==> src/rtl/ahb2apb_pkg.sv <==
`default_nettype none
// ============================================================================
// Module      : ahb2apb_pkg
// Description : Shared types and encodings for the AHB-to-APB bridge:
//               FSM state enum, HTRANS/HRESP encodings, index-width helper.
// Revision    : 1.0 - initial release
// ============================================================================
package ahb2apb_pkg;

    // Bridge sequencing states
    typedef enum logic [2:0] {
        IDLE   = 3'd0,
        LATCH  = 3'd1,
        SETUP  = 3'd2,
        ACCESS = 3'd3,
        ERR1   = 3'd4,
        ERR2   = 3'd5
    } state_t;

    // AHB transfer types
    localparam logic [1:0] C_HTRANS_IDLE   = 2'b00;
    localparam logic [1:0] C_HTRANS_BUSY   = 2'b01;
    localparam logic [1:0] C_HTRANS_NONSEQ = 2'b10;
    localparam logic [1:0] C_HTRANS_SEQ    = 2'b11;

    // AHB responses
    localparam logic C_HRESP_OKAY  = 1'b0;
    localparam logic C_HRESP_ERROR = 1'b1;

    // Width of the slave index field; a single slave still needs one bit
    function automatic int idx_width(input int n);
        return (n > 1) ? $clog2(n) : 1;
    endfunction

endpackage : ahb2apb_pkg
`default_nettype wire

==> src/rtl/ahb2apb_if.sv <==
`default_nettype none
// ============================================================================
// Module      : ahb2apb_if
// Description : AHB-side and APB-side bus signals of the bridge.
//               'slave' is the bridge view (AHB slave / APB master),
//               'master' is the surrounding system view.
// Revision    : 1.0 - initial release
// ============================================================================
interface ahb2apb_if #(
    parameter int NO_OF_SLAVES = 8
);
    // AHB side
    logic                         HSELAHB;
    logic [31:0]                  HADDR;
    logic [1:0]                   HTRANS;
    logic                         HWRITE;
    logic [31:0]                  HWDATA;
    logic [31:0]                  HRDATA;
    logic                         HREADY;
    logic                         HRESP;
    // APB side
    logic [31:0]                  PADDR;
    logic [31:0]                  PWDATA;
    logic                         PWRITE;
    logic [NO_OF_SLAVES-1:0]      PSELx;
    logic                         PENABLE;
    logic [32*NO_OF_SLAVES-1:0]   PRDATA;
    logic [NO_OF_SLAVES-1:0]      PREADY;
    logic [NO_OF_SLAVES-1:0]      PSLVERR;

    modport slave (
        input  HSELAHB, HADDR, HTRANS, HWRITE, HWDATA,
        output HRDATA, HREADY, HRESP,
        output PADDR, PWDATA, PWRITE, PSELx, PENABLE,
        input  PRDATA, PREADY, PSLVERR
    );

    modport master (
        output HSELAHB, HADDR, HTRANS, HWRITE, HWDATA,
        input  HRDATA, HREADY, HRESP,
        input  PADDR, PWDATA, PWRITE, PSELx, PENABLE,
        output PRDATA, PREADY, PSLVERR
    );

endinterface : ahb2apb_if
`default_nettype wire

==> src/rtl/ahb2apb_decoder.sv <==
`default_nettype none
// ============================================================================
// Module      : ahb2apb_decoder
// Description : Extracts the APB slave index from the AHB address, produces
//               the one-hot select and flags indices with no slave behind them.
// Revision    : 1.0 - initial release
// ============================================================================
module ahb2apb_decoder
    import ahb2apb_pkg::*;
#(
    parameter int NO_OF_SLAVES = 8,
    parameter int SLV_LSB      = 12,
    parameter int IDX_W        = idx_width(NO_OF_SLAVES)
) (
    input  wire logic [31:0]             i_addr,
    output logic      [IDX_W-1:0]        o_idx,
    output logic      [NO_OF_SLAVES-1:0] o_sel,
    output logic                         o_dec_err
);

    // Only the index field matters; remaining address bits are carried elsewhere
    logic w_unused_addr;
    assign w_unused_addr = ^i_addr;

    assign o_idx     = i_addr[SLV_LSB +: IDX_W];
    assign o_dec_err = (32'(o_idx) >= 32'(NO_OF_SLAVES));

    // One-hot select; an out-of-range index selects nothing
    always_comb begin
        o_sel = '0;
        for (int i = 0; i < NO_OF_SLAVES; i++) begin
            if (32'(o_idx) == 32'(i)) begin
                o_sel[i] = 1'b1;
            end
        end
    end

endmodule : ahb2apb_decoder
`default_nettype wire

==> src/rtl/ahb2apb_bridge.sv <==
`default_nettype none
// ============================================================================
// Module      : ahb2apb_bridge
// Description : AHB-Lite slave to APB master bridge with up to 16 APB slaves.
//               Each accepted transfer walks LATCH -> SETUP -> ACCESS, with
//               slave and decode errors reported as a two-cycle ERROR.
//               Optional PREADY watchdog: define AHB2APB_TIMEOUT_EN.
// Revision    : 1.0 - initial release
// ============================================================================
module ahb2apb_bridge
    import ahb2apb_pkg::*;
#(
    parameter int NO_OF_SLAVES   = 8,
    parameter int SLV_LSB        = 12,
    parameter int TIMEOUT_CYCLES = 16
) (
    input  wire logic  HCLK,
    input  wire logic  HRESETn,
    ahb2apb_if.slave   bus
);

    localparam int C_IDX_W = idx_width(NO_OF_SLAVES);

    state_t                    r_state;
    state_t                    w_state_next;

    logic [C_IDX_W-1:0]        w_dec_idx;
    logic [NO_OF_SLAVES-1:0]   w_dec_sel;
    logic                      w_dec_err;

    logic [C_IDX_W-1:0]        r_idx;
    logic [NO_OF_SLAVES-1:0]   r_sel;
    logic [31:0]               r_addr;
    logic [31:0]               r_wdata;
    logic [31:0]               r_rdata;
    logic                      r_write;

    logic                      w_hready;
    logic                      w_hresp;
    logic                      w_penable;
    logic [NO_OF_SLAVES-1:0]   w_psel;
    logic                      w_accept;
    logic                      w_pready;
    logic                      w_pslverr;
    logic                      w_tmo;
    logic [31:0]               w_prdata;

    ahb2apb_decoder #(
        .NO_OF_SLAVES (NO_OF_SLAVES),
        .SLV_LSB      (SLV_LSB),
        .IDX_W        (C_IDX_W)
    ) u_decoder (
        .i_addr    (bus.HADDR),
        .o_idx     (w_dec_idx),
        .o_sel     (w_dec_sel),
        .o_dec_err (w_dec_err)
    );

    // Only NONSEQ/SEQ start a transfer, and only while the bridge is ready
    assign w_accept  = bus.HSELAHB & w_hready &
                       ((bus.HTRANS == C_HTRANS_NONSEQ) || (bus.HTRANS == C_HTRANS_SEQ));

    // Response of the currently addressed slave
    assign w_pready  = |(bus.PREADY  & r_sel);
    assign w_pslverr = |(bus.PSLVERR & r_sel);

    // Read data of the addressed slave
    always_comb begin
        w_prdata = '0;
        for (int i = 0; i < NO_OF_SLAVES; i++) begin
            if (r_idx == C_IDX_W'(i)) begin
                w_prdata = bus.PRDATA[32*i +: 32];
            end
        end
    end

`ifdef AHB2APB_TIMEOUT_EN
    localparam int C_TMO_W = $clog2(TIMEOUT_CYCLES + 1);

    logic [C_TMO_W-1:0] r_tmo_cnt;

    // Stalled-ACCESS counter, restarted on every SETUP entry
    always_ff @(posedge HCLK) begin
        if (!HRESETn || (r_state == LATCH)) begin
            r_tmo_cnt <= '0;
        end else if ((r_state == ACCESS) && !w_pready) begin
            r_tmo_cnt <= r_tmo_cnt + C_TMO_W'(1);
        end
    end

    // Fires on the last allowed stalled cycle so the abort lands on the next edge
    assign w_tmo = (r_state == ACCESS) && !w_pready &&
                   (r_tmo_cnt == C_TMO_W'(TIMEOUT_CYCLES - 1));
`else
    logic w_unused_tmo;
    assign w_unused_tmo = (TIMEOUT_CYCLES > 0);
    assign w_tmo        = 1'b0;
`endif

    // State register
    always_ff @(posedge HCLK) begin
        if (!HRESETn) begin
            r_state <= IDLE;
        end else begin
            r_state <= w_state_next;
        end
    end

    // Next-state and state-decoded bus outputs
    always_comb begin
        w_state_next = r_state;
        w_hready     = 1'b0;
        w_hresp      = C_HRESP_OKAY;
        w_penable    = 1'b0;
        w_psel       = '0;
        case (r_state)
            IDLE, ERR2: begin
                w_hready = 1'b1;
                w_hresp  = (r_state == ERR2) ? C_HRESP_ERROR : C_HRESP_OKAY;
                if (w_accept) begin
                    w_state_next = w_dec_err ? ERR1 : LATCH;
                end else begin
                    w_state_next = IDLE;
                end
            end
            LATCH: begin
                w_state_next = SETUP;
            end
            SETUP: begin
                w_psel       = r_sel;
                w_state_next = ACCESS;
            end
            ACCESS: begin
                w_psel    = r_sel;
                w_penable = 1'b1;
                if (w_pready) begin
                    w_state_next = w_pslverr ? ERR1 : IDLE;
                end else if (w_tmo) begin
                    w_state_next = ERR1;
                end
            end
            ERR1: begin
                w_hresp      = C_HRESP_ERROR;
                w_state_next = ERR2;
            end
            default: begin
                w_state_next = IDLE;
            end
        endcase
    end

    // Address/control capture, write-data latch and read-data return
    always_ff @(posedge HCLK) begin
        if (!HRESETn) begin
            r_addr  <= '0;
            r_write <= 1'b0;
            r_idx   <= '0;
            r_sel   <= '0;
            r_wdata <= '0;
            r_rdata <= '0;
        end else begin
            if (w_accept) begin
                r_addr  <= bus.HADDR;
                r_write <= bus.HWRITE;
                r_idx   <= w_dec_idx;
                r_sel   <= w_dec_sel;
            end
            if (r_state == LATCH) begin
                r_wdata <= bus.HWDATA;
            end
            if ((r_state == ACCESS) && w_pready && !w_pslverr && !r_write) begin
                r_rdata <= w_prdata;
            end
        end
    end

    assign bus.HREADY  = w_hready;
    assign bus.HRESP   = w_hresp;
    assign bus.HRDATA  = r_rdata;
    assign bus.PADDR   = r_addr;
    assign bus.PWDATA  = r_wdata;
    assign bus.PWRITE  = r_write;
    assign bus.PSELx   = w_psel;
    assign bus.PENABLE = w_penable;

endmodule : ahb2apb_bridge
`default_nettype wire

==> src/flat_wrapper.sv <==
// flat-port wrapper written by rule: the top's interface ports become plain ports
module ahb2apb_bridge_flat import ahb2apb_pkg::*;
#(
    parameter int NO_OF_SLAVES   = 8,
    parameter int SLV_LSB        = 12,
    parameter int TIMEOUT_CYCLES = 16
)
  (HCLK, HRESETn, bus_HSELAHB, bus_HADDR, bus_HTRANS, bus_HWRITE, bus_HWDATA, bus_HRDATA, bus_HREADY, bus_HRESP, bus_PADDR, bus_PWDATA, bus_PWRITE, bus_PSELx, bus_PENABLE, bus_PRDATA, bus_PREADY, bus_PSLVERR);
  ahb2apb_if #(.NO_OF_SLAVES(NO_OF_SLAVES)) bus_i ();
  input  wire logic HCLK;
  input  wire logic HRESETn;
  input wire logic [$bits(bus_i.HSELAHB)-1:0] bus_HSELAHB;
  input wire logic [$bits(bus_i.HADDR)-1:0] bus_HADDR;
  input wire logic [$bits(bus_i.HTRANS)-1:0] bus_HTRANS;
  input wire logic [$bits(bus_i.HWRITE)-1:0] bus_HWRITE;
  input wire logic [$bits(bus_i.HWDATA)-1:0] bus_HWDATA;
  output wire logic [$bits(bus_i.HRDATA)-1:0] bus_HRDATA;
  output wire logic [$bits(bus_i.HREADY)-1:0] bus_HREADY;
  output wire logic [$bits(bus_i.HRESP)-1:0] bus_HRESP;
  output wire logic [$bits(bus_i.PADDR)-1:0] bus_PADDR;
  output wire logic [$bits(bus_i.PWDATA)-1:0] bus_PWDATA;
  output wire logic [$bits(bus_i.PWRITE)-1:0] bus_PWRITE;
  output wire logic [$bits(bus_i.PSELx)-1:0] bus_PSELx;
  output wire logic [$bits(bus_i.PENABLE)-1:0] bus_PENABLE;
  input wire logic [$bits(bus_i.PRDATA)-1:0] bus_PRDATA;
  input wire logic [$bits(bus_i.PREADY)-1:0] bus_PREADY;
  input wire logic [$bits(bus_i.PSLVERR)-1:0] bus_PSLVERR;
  assign bus_i.HSELAHB = bus_HSELAHB;
  assign bus_i.HADDR = bus_HADDR;
  assign bus_i.HTRANS = bus_HTRANS;
  assign bus_i.HWRITE = bus_HWRITE;
  assign bus_i.HWDATA = bus_HWDATA;
  assign bus_HRDATA = bus_i.HRDATA;
  assign bus_HREADY = bus_i.HREADY;
  assign bus_HRESP = bus_i.HRESP;
  assign bus_PADDR = bus_i.PADDR;
  assign bus_PWDATA = bus_i.PWDATA;
  assign bus_PWRITE = bus_i.PWRITE;
  assign bus_PSELx = bus_i.PSELx;
  assign bus_PENABLE = bus_i.PENABLE;
  assign bus_i.PRDATA = bus_PRDATA;
  assign bus_i.PREADY = bus_PREADY;
  assign bus_i.PSLVERR = bus_PSLVERR;
  ahb2apb_bridge #(.NO_OF_SLAVES(NO_OF_SLAVES), .SLV_LSB(SLV_LSB), .TIMEOUT_CYCLES(TIMEOUT_CYCLES)) u_core (.HCLK(HCLK), .HRESETn(HRESETn), .bus(bus_i));
endmodule
==> config.mk <==
export PLATFORM = sky130hd
export DESIGN_NAME = ahb2apb_bridge_flat
export DESIGN_NICKNAME = d
export VERILOG_FILES = /design/src/rtl/ahb2apb_pkg.sv /design/src/rtl/ahb2apb_if.sv /design/src/rtl/ahb2apb_decoder.sv /design/src/rtl/ahb2apb_bridge.sv /design/src/flat_wrapper.sv
export SDC_FILE = /design/constraint.sdc
export NUM_CORES = 1
export LEC_CHECK = 0
export ABC_AREA = 1
export CORE_MARGIN = 5
export CORE_UTILIZATION = 24
export DETAILED_ROUTE_END_ITERATION = 8
export GPL_TIMING_DRIVEN = 0
export MAX_ROUTING_LAYER = met4
export PLACE_DENSITY = 0.67
export SYNTH_ARGS = -nofsm -noshare
export SYNTH_HDL_FRONTEND = slang
export SYNTH_HIERARCHICAL = 1
export SYNTH_SLANG_ARGS = --single-unit
export TNS_END_PERCENT = 50
==> constraint.sdc <==
create_clock -name HCLK -period 1.9 [get_ports HCLK]
set_input_delay 0.38 -clock HCLK [delete_from_list [all_inputs] [get_ports HCLK]]
set_output_delay 0.38 -clock HCLK [all_outputs]
set_load 0.02 [all_outputs]
* Word level (Yosys, flattened, before mapping) *
Cells that the tools add are included.
Widths: inputs -> output; s select.

storage, ports and cells
  flip-flop bits (word level) = 111
  bits in latches = 0
  memory bits (writable) = 0
  ROM bits = 0
  input bits = 342
  output and inout bits = 108
  logic and storage cells = 71
  memories = 0

operators by class
  add/sub/neg operators = 0
  multipliers = 0
  divide/modulo/power cells = 0
  $lt $le $gt $ge = 0
  eq/ne operators = 22
  shift operators = 0
  mux-type cells = 25
  bitwise logic cells = 4
  reduce and logical (&&, ||, !) cells = 13

operators by type and width
  kind                count
  $mux 32             8
  $eq 3x3->1 const B  10
  $eq 3x2->1 const B  6
  $and 8x8->8         2
  $reduce_or 8->1     2
  $pmux 3 s5          1
  $mux 1              12
  $eq 3x1->1 const B  3
  $logic_not 3->1     3
  $mux 8              1
  $mux 3              2
  $eq 2x2->1 const B  2
  $reduce_or 2->1     2
  $logic_and 1x1->1   3
  $and 1x1->1         2
  $logic_not 1->1     2
  $ne 2x1->1 const B  1
  $pmux 1 s2          1
  $logic_or 1x1->1    1

* Depth between registers and ports, before layout *
Gate-level depths: netlist of the first run.

  depth after elaboration = 9
  depth in mapped cells = 11
  depth with buffers taken out = 10

* Hierarchy *
The synthesis of the first run kept the hierarchy.

modules (own cells, without submodules)
  module           instances  cells each  area each (um2)  sequential area each (um2)
  ahb2apb_bridge   1          1070        6521.3           2222.1
  ahb2apb_decoder  1          20          90.1             0.0

* Worst setup path after synthesis of the first run *
Ideal clock, no wire load.

  kind = reg-to-reg
  start = reg u_core.r_state[2]
  end = reg u_core.r_idx[1]
  library setup time = 0.133 ns
  arrival = 1.502 ns
  data required time = 1.767 ns
  slack = 0.265 ns
  stages on the path, launching flop included = 10
  buffers on the path = 2
  period minus slack after synthesis = 1.635 ns
  path through = dfxtp_1 -> inv_1 -> nand2_1 -> nand2_1 -> nor2_1 -> nand3_1 -> buf_2 -> clkbuf_1 -> o21ai_0 -> a21oi_1

on the way
  word-level cells in the longest chain between the ends = 5
  elaborated cells on any way between the ends = 6
  those cells by class = eq/ne: 1; mux: 1; bitwise: 2; reduce/logical: 2

ends and longest elaborated chain
  what                                                  line                   text
  from (decl)                                           ahb2apb_bridge.sv:24   state_t r_state;
  from (signal assigned)                                ahb2apb_bridge.sv:105  r_state <= w_state_next;
  $eq 3x3->1 / $logic_not 3->1 (equally long branches)  ahb2apb_bridge.sv:116  case (r_state)
  $reduce_or 2->1 (*)                                   ahb2apb_bridge.sv:116
  $mux 1 (*)                                            ahb2apb_bridge.sv:116
  via bus_HREADY                                        flat_wrapper.sv:18     output wire logic [$bits(bus_i.HREADY)-1:0] bus_HREADY;
  $and 1x1->1 (*) (2 in series)                         ahb2apb_bridge.sv:60   assign w_accept = bus.HSELAHB & w_hready &
  to (signal assigned)                                  ahb2apb_bridge.sv:165  r_idx <= w_dec_idx;
  to (decl)                                             ahb2apb_bridge.sv:31   logic [C_IDX_W-1:0] r_idx;

The timed path passes the listed nets; every way through them passes the cells marked *.
A chain may end at the register's enable or synchronous reset.

* Worst setup path in the final report of the first run *
  start = reg u_core.r_state[2]
  end = out bus_HREADY

on the way
  word-level cells in the longest chain between the ends = 3
  elaborated cells on any way between the ends = 4
  those cells by class = eq/ne: 1; mux: 1; reduce/logical: 2

ends and longest elaborated chain
  what                                                  line
  $eq 3x3->1 / $logic_not 3->1 (equally long branches)  ahb2apb_bridge.sv:116
  $reduce_or 2->1 (*)                                   ahb2apb_bridge.sv:116
  $mux 1 (*)                                            ahb2apb_bridge.sv:116
  to (decl)                                             flat_wrapper.sv:18

Every way passes the cells marked *; elsewhere a longest branch is shown, timed or not.

==> metrics.md, run 1 <==
| Metric | Value |
|---|---|
| Simple-gate share of the synthesized area | roughly 40% |
| Max Buffers Root-to-Sink | 2 |
| Worst Tran Pin Value | between 700 and 800 ps |
| HP Class | reg2reg |
| Vias | around 9000 |
| CTS tree | built |
| Largest net degree at the start of global routing | 22 |
| Slowest CP cell | dfxtp_1 |
| Worst R2R Path Depth | 10 |
| Reg2Reg Setup Slack | 90 ps |
| Most common cell after layout, fill and taps aside | clkdlybuf4s50_1 |
| H-Tree Depth | 3 |
| Synth Net Count | around 1400 |
| Routed vias/inst | around 4.7 |
| Cells after Synth | around 1100 |
| Max Clock Freq | ~0.53 GHz |
| Chip Width | 176 um |
| CTS buffer count | 9 |
| Cell Pwr Density | roughly 630 nW/um^2 |
| First-pass GRT wire length | 52.9 mm |
| Commonest cells after routing, fill and taps aside | clkdlybuf4s50_1 (436), nand2_1 (220), nor2_1 (173) |
| Fillers | between 2000 and 3000 |
| Critical path depth | 5 |
| Final min period | between 1500 and 2000 ps |
| CP endpoint | bus_HREADY |
| Worst EP arrival | between 1500 and 2000 ps |
| Combinational family with the most area after synthesis | simple AND/OR/NAND/NOR gates |
| Status | finished clean |
| TritonRoute pass-1 iters | 5 |
| Compound-Gate Fraction of Synth Area | 13.6% |
| Area added between synthesis and finish | 81.9% |
| Port Buffers | ~450 |
| WL/cell | between 15 and 20 um |
| Startpoint Class | flop |
| CP max stage delay | between 400 and 500 ps |
| HPWL Detailed | 30.6 mm |
| Top cell by count, worst path | nand2_1 |
| Post-synthesis mux area share | 0% |
| Final wirelength | around 37 mm |
| Top Ports | 450 |
| Reg2Reg Launch Point | u_core/r_idx[0] |
| Clock Skew | about 16 ps |
| Final Instance Count excl. Fillers | around 1900 |
| XOR/XNOR share of the synthesized area | 0% |
| Insertion delay to the later sink of the worst-skew pair | 360 ps |
| Unrepaired setup endpoints after global routing | yes |
| Syn. warnings | 6 |
| Cts hold-fix bufs | 0 |
| Synthesized cell area | between 6000 and 7000 um^2 |
| Crit path kind | reg2out |
| Crit share post-route | between 90% and 100% |
| Gp weighted congestion | roughly 0.95 |
| Die area | 31000 um^2 |
| Final #Nets | between 1500 and 2000 |
| Max Cap Viol | 0 |
| GRT Total Usage | between 20% and 30% |
| CTS sink cnt | around 110 |
| Buf+Inv Stages, Crit Path | 2 |
| Slew margin rel. | between 50% and 60% |
| Maximum fanout along the worst path | 6 |
| Fraction of layout cells with a size suffix above 1 | under 10% |
| Avg Inst Size Synth | around 6.1 um^2 |
| Antenna violations before repair | 5 |
| Worst-path clk slew | approximately 80 ps |
| Starting DRC count in detailed routing | 547 |
| Final setup viols | 0 |
| DR DRC count | 0 |
| Worst R2R End | u_core/bus.HRDATA[26] |
| Placed cells | around 1900 |
| Gr ovfl total | 0 |
| Chip height | approximately 180 um |
| Std-Cell Rows | 60 |
| CTS root buffer | clkbuf_16 |
| Post-route ant nets | 0 |
| Total Power | around 7.6 mW |
| Setup crit start | u_core/r_state[2] |
| Vias in the first global route | a little under 9000 |
| Area share of fa/ha/maj cells after synthesis | 0% |
| LEAKAGE | 5.02 nW |
| Crit. End Element | output pin |
| FF+latch count, synth | roughly 110 |
| CP cell instances | inv_2, nand2_1, nand2_1, nor2_2, dlygate4sd2_1 |
| Final hold violation count | 0 |
| Synth unique cells | 24 |
| Core ar. | 27000 um^2 |
| Req. time, crit path | 1520 ps |
| Seq/Total Area, Yosys | about a third |
| Worst path top cell family by delay | buffers and inverters |
| Final Slew Violations | 0 |
| Peak VDD IR | 0.392 mV |
| Starting density of the core | approximately a quarter |
[cells by family after synthesis]
group,after synthesis
flip-flops,111
other,1
buffers and inverters,214
AND/OR/NAND/NOR,585
AO/OA/AOI/OAI,179
[flip-flops by register name (all words and copies together) (netlist names)]
| signal | cells |
|---|---|
| u_core/bus.HRDATA | 32 |
| u_core/bus.PADDR | 32 |
| u_core/bus.PWDATA | 32 |
| u_core/r_sel | 8 |
| u_core/r_idx | 3 |
| u_core/r_state | 3 |
| u_core/bus.PWRITE | 1 |
[metrics by stage]
step                TNS [ps]  area, um^2  util (%)  worst slack (ps)  hold slack, ps
CTS                    -27.7       11800      43.8             -27.7             448
detailed placement    -19470       11500      42.6              -529             436
global placement      -18670       11500      42.6              -558             430
finish                     0       12000      44.5              10.6             447
global route           -66.2       12000      44.5             -56.2             458
floorplan                  0        6610         -               265             458
[Yosys cell counts]
cell type	count	area share, %
nor2_2	1	0.095
nand4_1	87	8.2
clkinv_1	1	0.057
and3_1	1	0.095
conb_1	1	0.057
dfxtp_1	111	34
a21oi_1	100	7.6
inv_1	128	7.3
o21ai_0	77	5.8
clkbuf_1	37	2.1
nor3_1	3	0.23
nor2_1	179	10
buf_4	7	0.79
buf_2	36	2.7
nand3_2	1	0.15
nand3_1	61	4.6
nand2_1	221	13
nor3_2	1	0.15
or2_2	2	0.19
nor3_4	2	0.49
nand4_2	1	0.19
inv_2	5	0.28
a31oi_1	2	0.19
or2_0	25	2.4
[report_power, final]
| group | internal (mW) | switching [mW] | total [mW] | leakage, nW |
|---|---|---|---|---|
| Sequential | 2.53 | 0.120 | 2.65 | 0.907 |
| Combinational | 1.40 | 1.50 | 2.90 | 3.96 |
| Clock | 0.978 | 1.06 | 2.04 | 0.152 |
[what timing repair did]
item                                    CTS  global route
endpoints found under the setup margin   56            71
pin swaps                                 2             6
gates resized for setup                  61            79
cloned                                    0             0
setup buffers                             1             5
[how the worst min path moves through the flow]
| stage | start | to | slack (ps) | depth (start not counted) |
|---|---|---|---|---|
| after global placement | u_core/bus.PWDATA[3] | u_core/bus.PWDATA[3] | 430 | 2 |
| after CTS | u_core/bus.PWDATA[26] | u_core/bus.PWDATA[26] | 450 | 2 |
| final | u_core/bus.PWDATA[21] | u_core/bus.PWDATA[21] | 450 | 2 |
| after floorplan | u_core/r_sel[1] | u_core/r_sel[1] | 460 | 2 |
| after detailed placement | u_core/bus.PWDATA[13] | u_core/bus.PWDATA[13] | 440 | 2 |
| after global routing | u_core/bus.PWDATA[20] | u_core/bus.PWDATA[20] | 460 | 2 |
[tightest hold or removal path: stages, from the launching register on]
cell and delay, ps:
dfxtp_1 310, inv_1 50, a21oi_1 50
[metal layers]
layer / track usage, % / wire (um)
met1: 25.6 / 14100
met2: 40.9 / 18300
met3: 5.03 / 3070
met4: 8.61 / 1300
met5: - / 0
[cell type report]
class / count / area [um^2] / share of cell area [%]
timing repair buffer: 453 / 4490 / 37.4
multi-input combinational: 765 / 3590 / 29.9
sequential: 111 / 2230 / 18.5
inverter: 134 / 509 / 4.23
buffer: 80 / 459 / 3.82
tap: 341 / 427 / 3.55
clock buffer: 10 / 239 / 1.99
clock inverter: 6 / 67.6 / 0.562
antenna: 5 / 12.5 / 0.104
No activity file was read; power rests on OpenSTA's default activity.
==> run 2: changes to the inputs <==
Settings changed: CTS_CLUSTER_DIAMETER from default to 50, GPL_TIMING_DRIVEN 0 to default, SLEW_MARGIN from default to 25.
==> run 2 against run 1 <==
  * Non-clock buffer count down 27
  * Critical path type unchanged
  * Flip-flop and latch count unchanged
  * Core utilization up 0.36 points
  * Sequential power about the same
  * Hold slack worse by 19 ps
  * Via count down 1.5%
  * Critical path depth up 2
  * Wire length down 7.8%
  * Critical endpoint is now bus_PSELx[3]
==> metrics.md, run 2 (synthesized netlist as in run 1, its figures left out) <==
| Metric | Value |
|---|---|
| Crit. End Element | output pin |
| LEAKAGE | slightly above 5 nW |
| Core ar. | approximately 27000 um^2 |
| Post-route setup TNS | 0 ps |
| CP max stage delay | approximately 340 ps |
| Hold path start | HRESETn |
| Post-route ant nets | 0 |
| Port Buffers | about 450 |
| Clock Skew | 13.7 ps |
| Max Clock Freq | approximately 0.55 GHz |
| Maximum fanout along the worst path | 8 |
| Fin util | between 40% and 50% |
| Slowest CP cell | dfxtp_2 |
| Cell Pwr Density | 626 nW/um^2 |
| Flop pwr share | 34.8% |
| Final wirelength | 33.9 mm |
| Dpl cell area | roughly 12000 um^2 |
| Die area | a little over 30000 um^2 |
| Crit path kind | reg2out |
| Routed vias/inst | about 4.7 |
| Starting DRC count in detailed routing | between 400 and 500 |
| Req. time, crit path | between 1500 and 2000 ps |
| TritonRoute pass-1 iters | 5 |
| Vias | a little under 9000 |
| Final min period | 1820 ps |
| First-pass GRT wire length | 49.3 mm |
| Slew margin rel. | about three fifths |
| Gr ovfl total | 0 |
| Cts hold-fix bufs | 0 |
| Placed cells | around 1900 |
| Final setup viols | 0 |
| Setup crit start | u_core/r_state[1] |
| Starting density of the core | about a quarter |
| Switching part of the total | between 30% and 40% |
| CTS sink cnt | ~110 |
| Design area | ~12000 um^2 |
| Psw | approximately 2.6 mW |
| CTS buffer count | 9 |
| CTS root buffer | clkbuf_16 |
| Crit share post-route | approximately 96% |
| Final #Nets | roughly 1900 |
| HP Class | in2reg |
| DR DRC count | 0 |
| Most common cell after layout, fill and taps aside | clkdlybuf4s50_1 |
| Unrepaired setup endpoints after global routing | yes |
| Chip height | 176 um |
| Max Cap Viol | 0 |
| Antenna violations before repair | 6 |
| Insertion delay to the later sink of the worst-skew pair | approximately 360 ps |
| Fraction of layout cells with a size suffix above 1 | approximately 7.7% |
| Final Slew Violations | 0 |
| Top cell by count, worst path | inv_1 |
| Max Buffers Root-to-Sink | 2 |
| Top Ports | 450 |
| Gp weighted congestion | ~0.9 |
| HPWL Detailed | around 27 mm |
| Int Power | 4.96 mW |
| H-Tree Depth | 3 |
| CP cell instances | inv_1, nor3_2, inv_1, nand2_2, inv_6, nor2_2, buf_6 |
| Commonest cells after routing, fill and taps aside | clkdlybuf4s50_1 (436), nand2_1 (220), nor2_1 (170) |
| WL/cell | ~18 um |
| Hold slack | roughly 430 ps |
| Chip Width | around 180 um |
| Clock power share | a little over a quarter |
| Peak VDD IR | about 0.42 mV |
| Reg2Reg Launch Point | u_core/r_idx[0] |
| Largest net degree at the start of global routing | 66 |
| Status | finished clean |
| Std-Cell Rows | 60 |
| Worst EP arrival | between 1000 and 1500 ps |
| Area added between synthesis and finish | 83.4% |
| Worst Tran Pin Value | between 600 and 700 ps |
| Worst-path clk slew | about 90 ps |
| Combinational Power Share | approximately 39% |
| Vias in the first global route | 8665 |
| GRT Total Usage | between 20% and 30% |
| CTS tree | built |
| Final hold violation count | 0 |
| Final Instance Count excl. Fillers | between 1500 and 2000 |
| Startpoint Class | flop |
## run 2: critical path: cells and delay by family, from the launching register on
kind | cells | cell delay, ps
DFF | 1 | 340
and+or+nand+nor | 3 | 400
buffers and inverters | 4 | 350
## run 2: timing repair
| item | in CTS | in global routing |
|---|---|---|
| endpoints found under the setup margin | 32 | 46 |
| resized for setup | 44 | 45 |
| buffers inserted | 0 | 5 |
| pin swaps | 0 | 3 |
| hold endpoints to repair | 0 | 0 |
## run 2: area by class of cell
| cell class | count | area, um^2 |
|---|---|---|
| antenna | 6 | 15.0 |
| clock buffer | 10 | 239 |
| clock inverter | 6 | 65.1 |
| fill | 2808 | 14900 |
| inverter | 134 | 517 |
| multi-input combinational | 765 | 3580 |
| sequential | 111 | 2230 |
| tap | 341 | 427 |
| timing repair buffer | 506 | 5050 |
## run 2: path summary, 6_finish.rpt
check / to / slack, ps / cells after the start
max: bus_PSELx[3] / 80 / 7
min: u_core/bus.PADDR[28] / 430 / 3
min reg2reg: u_core/bus.PWDATA[7] / 440 / 2
max reg2reg: u_core/bus.HRDATA[26] / 110 / 10
## run 2: routing by layer
layer,global-route usage [%],vias to the layer above,routed length (um)
met5,-,-,0
li1,-,4382,-
met3,5.01,34,2620
met1,24.6,4027,14000
met2,36.1,383,16400
met4,6.34,0,854
## run 2: through the flow
stage	worst slack, ps	total power [mW]
final	82.0	7.59
after global routing	-22.6	8.01
after CTS	1.52	7.62
after detailed placement	-185	5.57
after global placement	-168	5.54
after floorplan	265	3.95
## run 2: power groups by stage
stage / sequential (mW) / clock (mW) / combinational [mW]
after floorplan: 2.90 / 0 / 1.05
after global placement: 2.68 / 0 / 2.86
after detailed placement: 2.69 / 0 / 2.87
after CTS: 2.64 / 2.09 / 2.88
after global routing: 2.67 / 2.17 / 3.17
final: 2.64 / 2.01 / 2.93
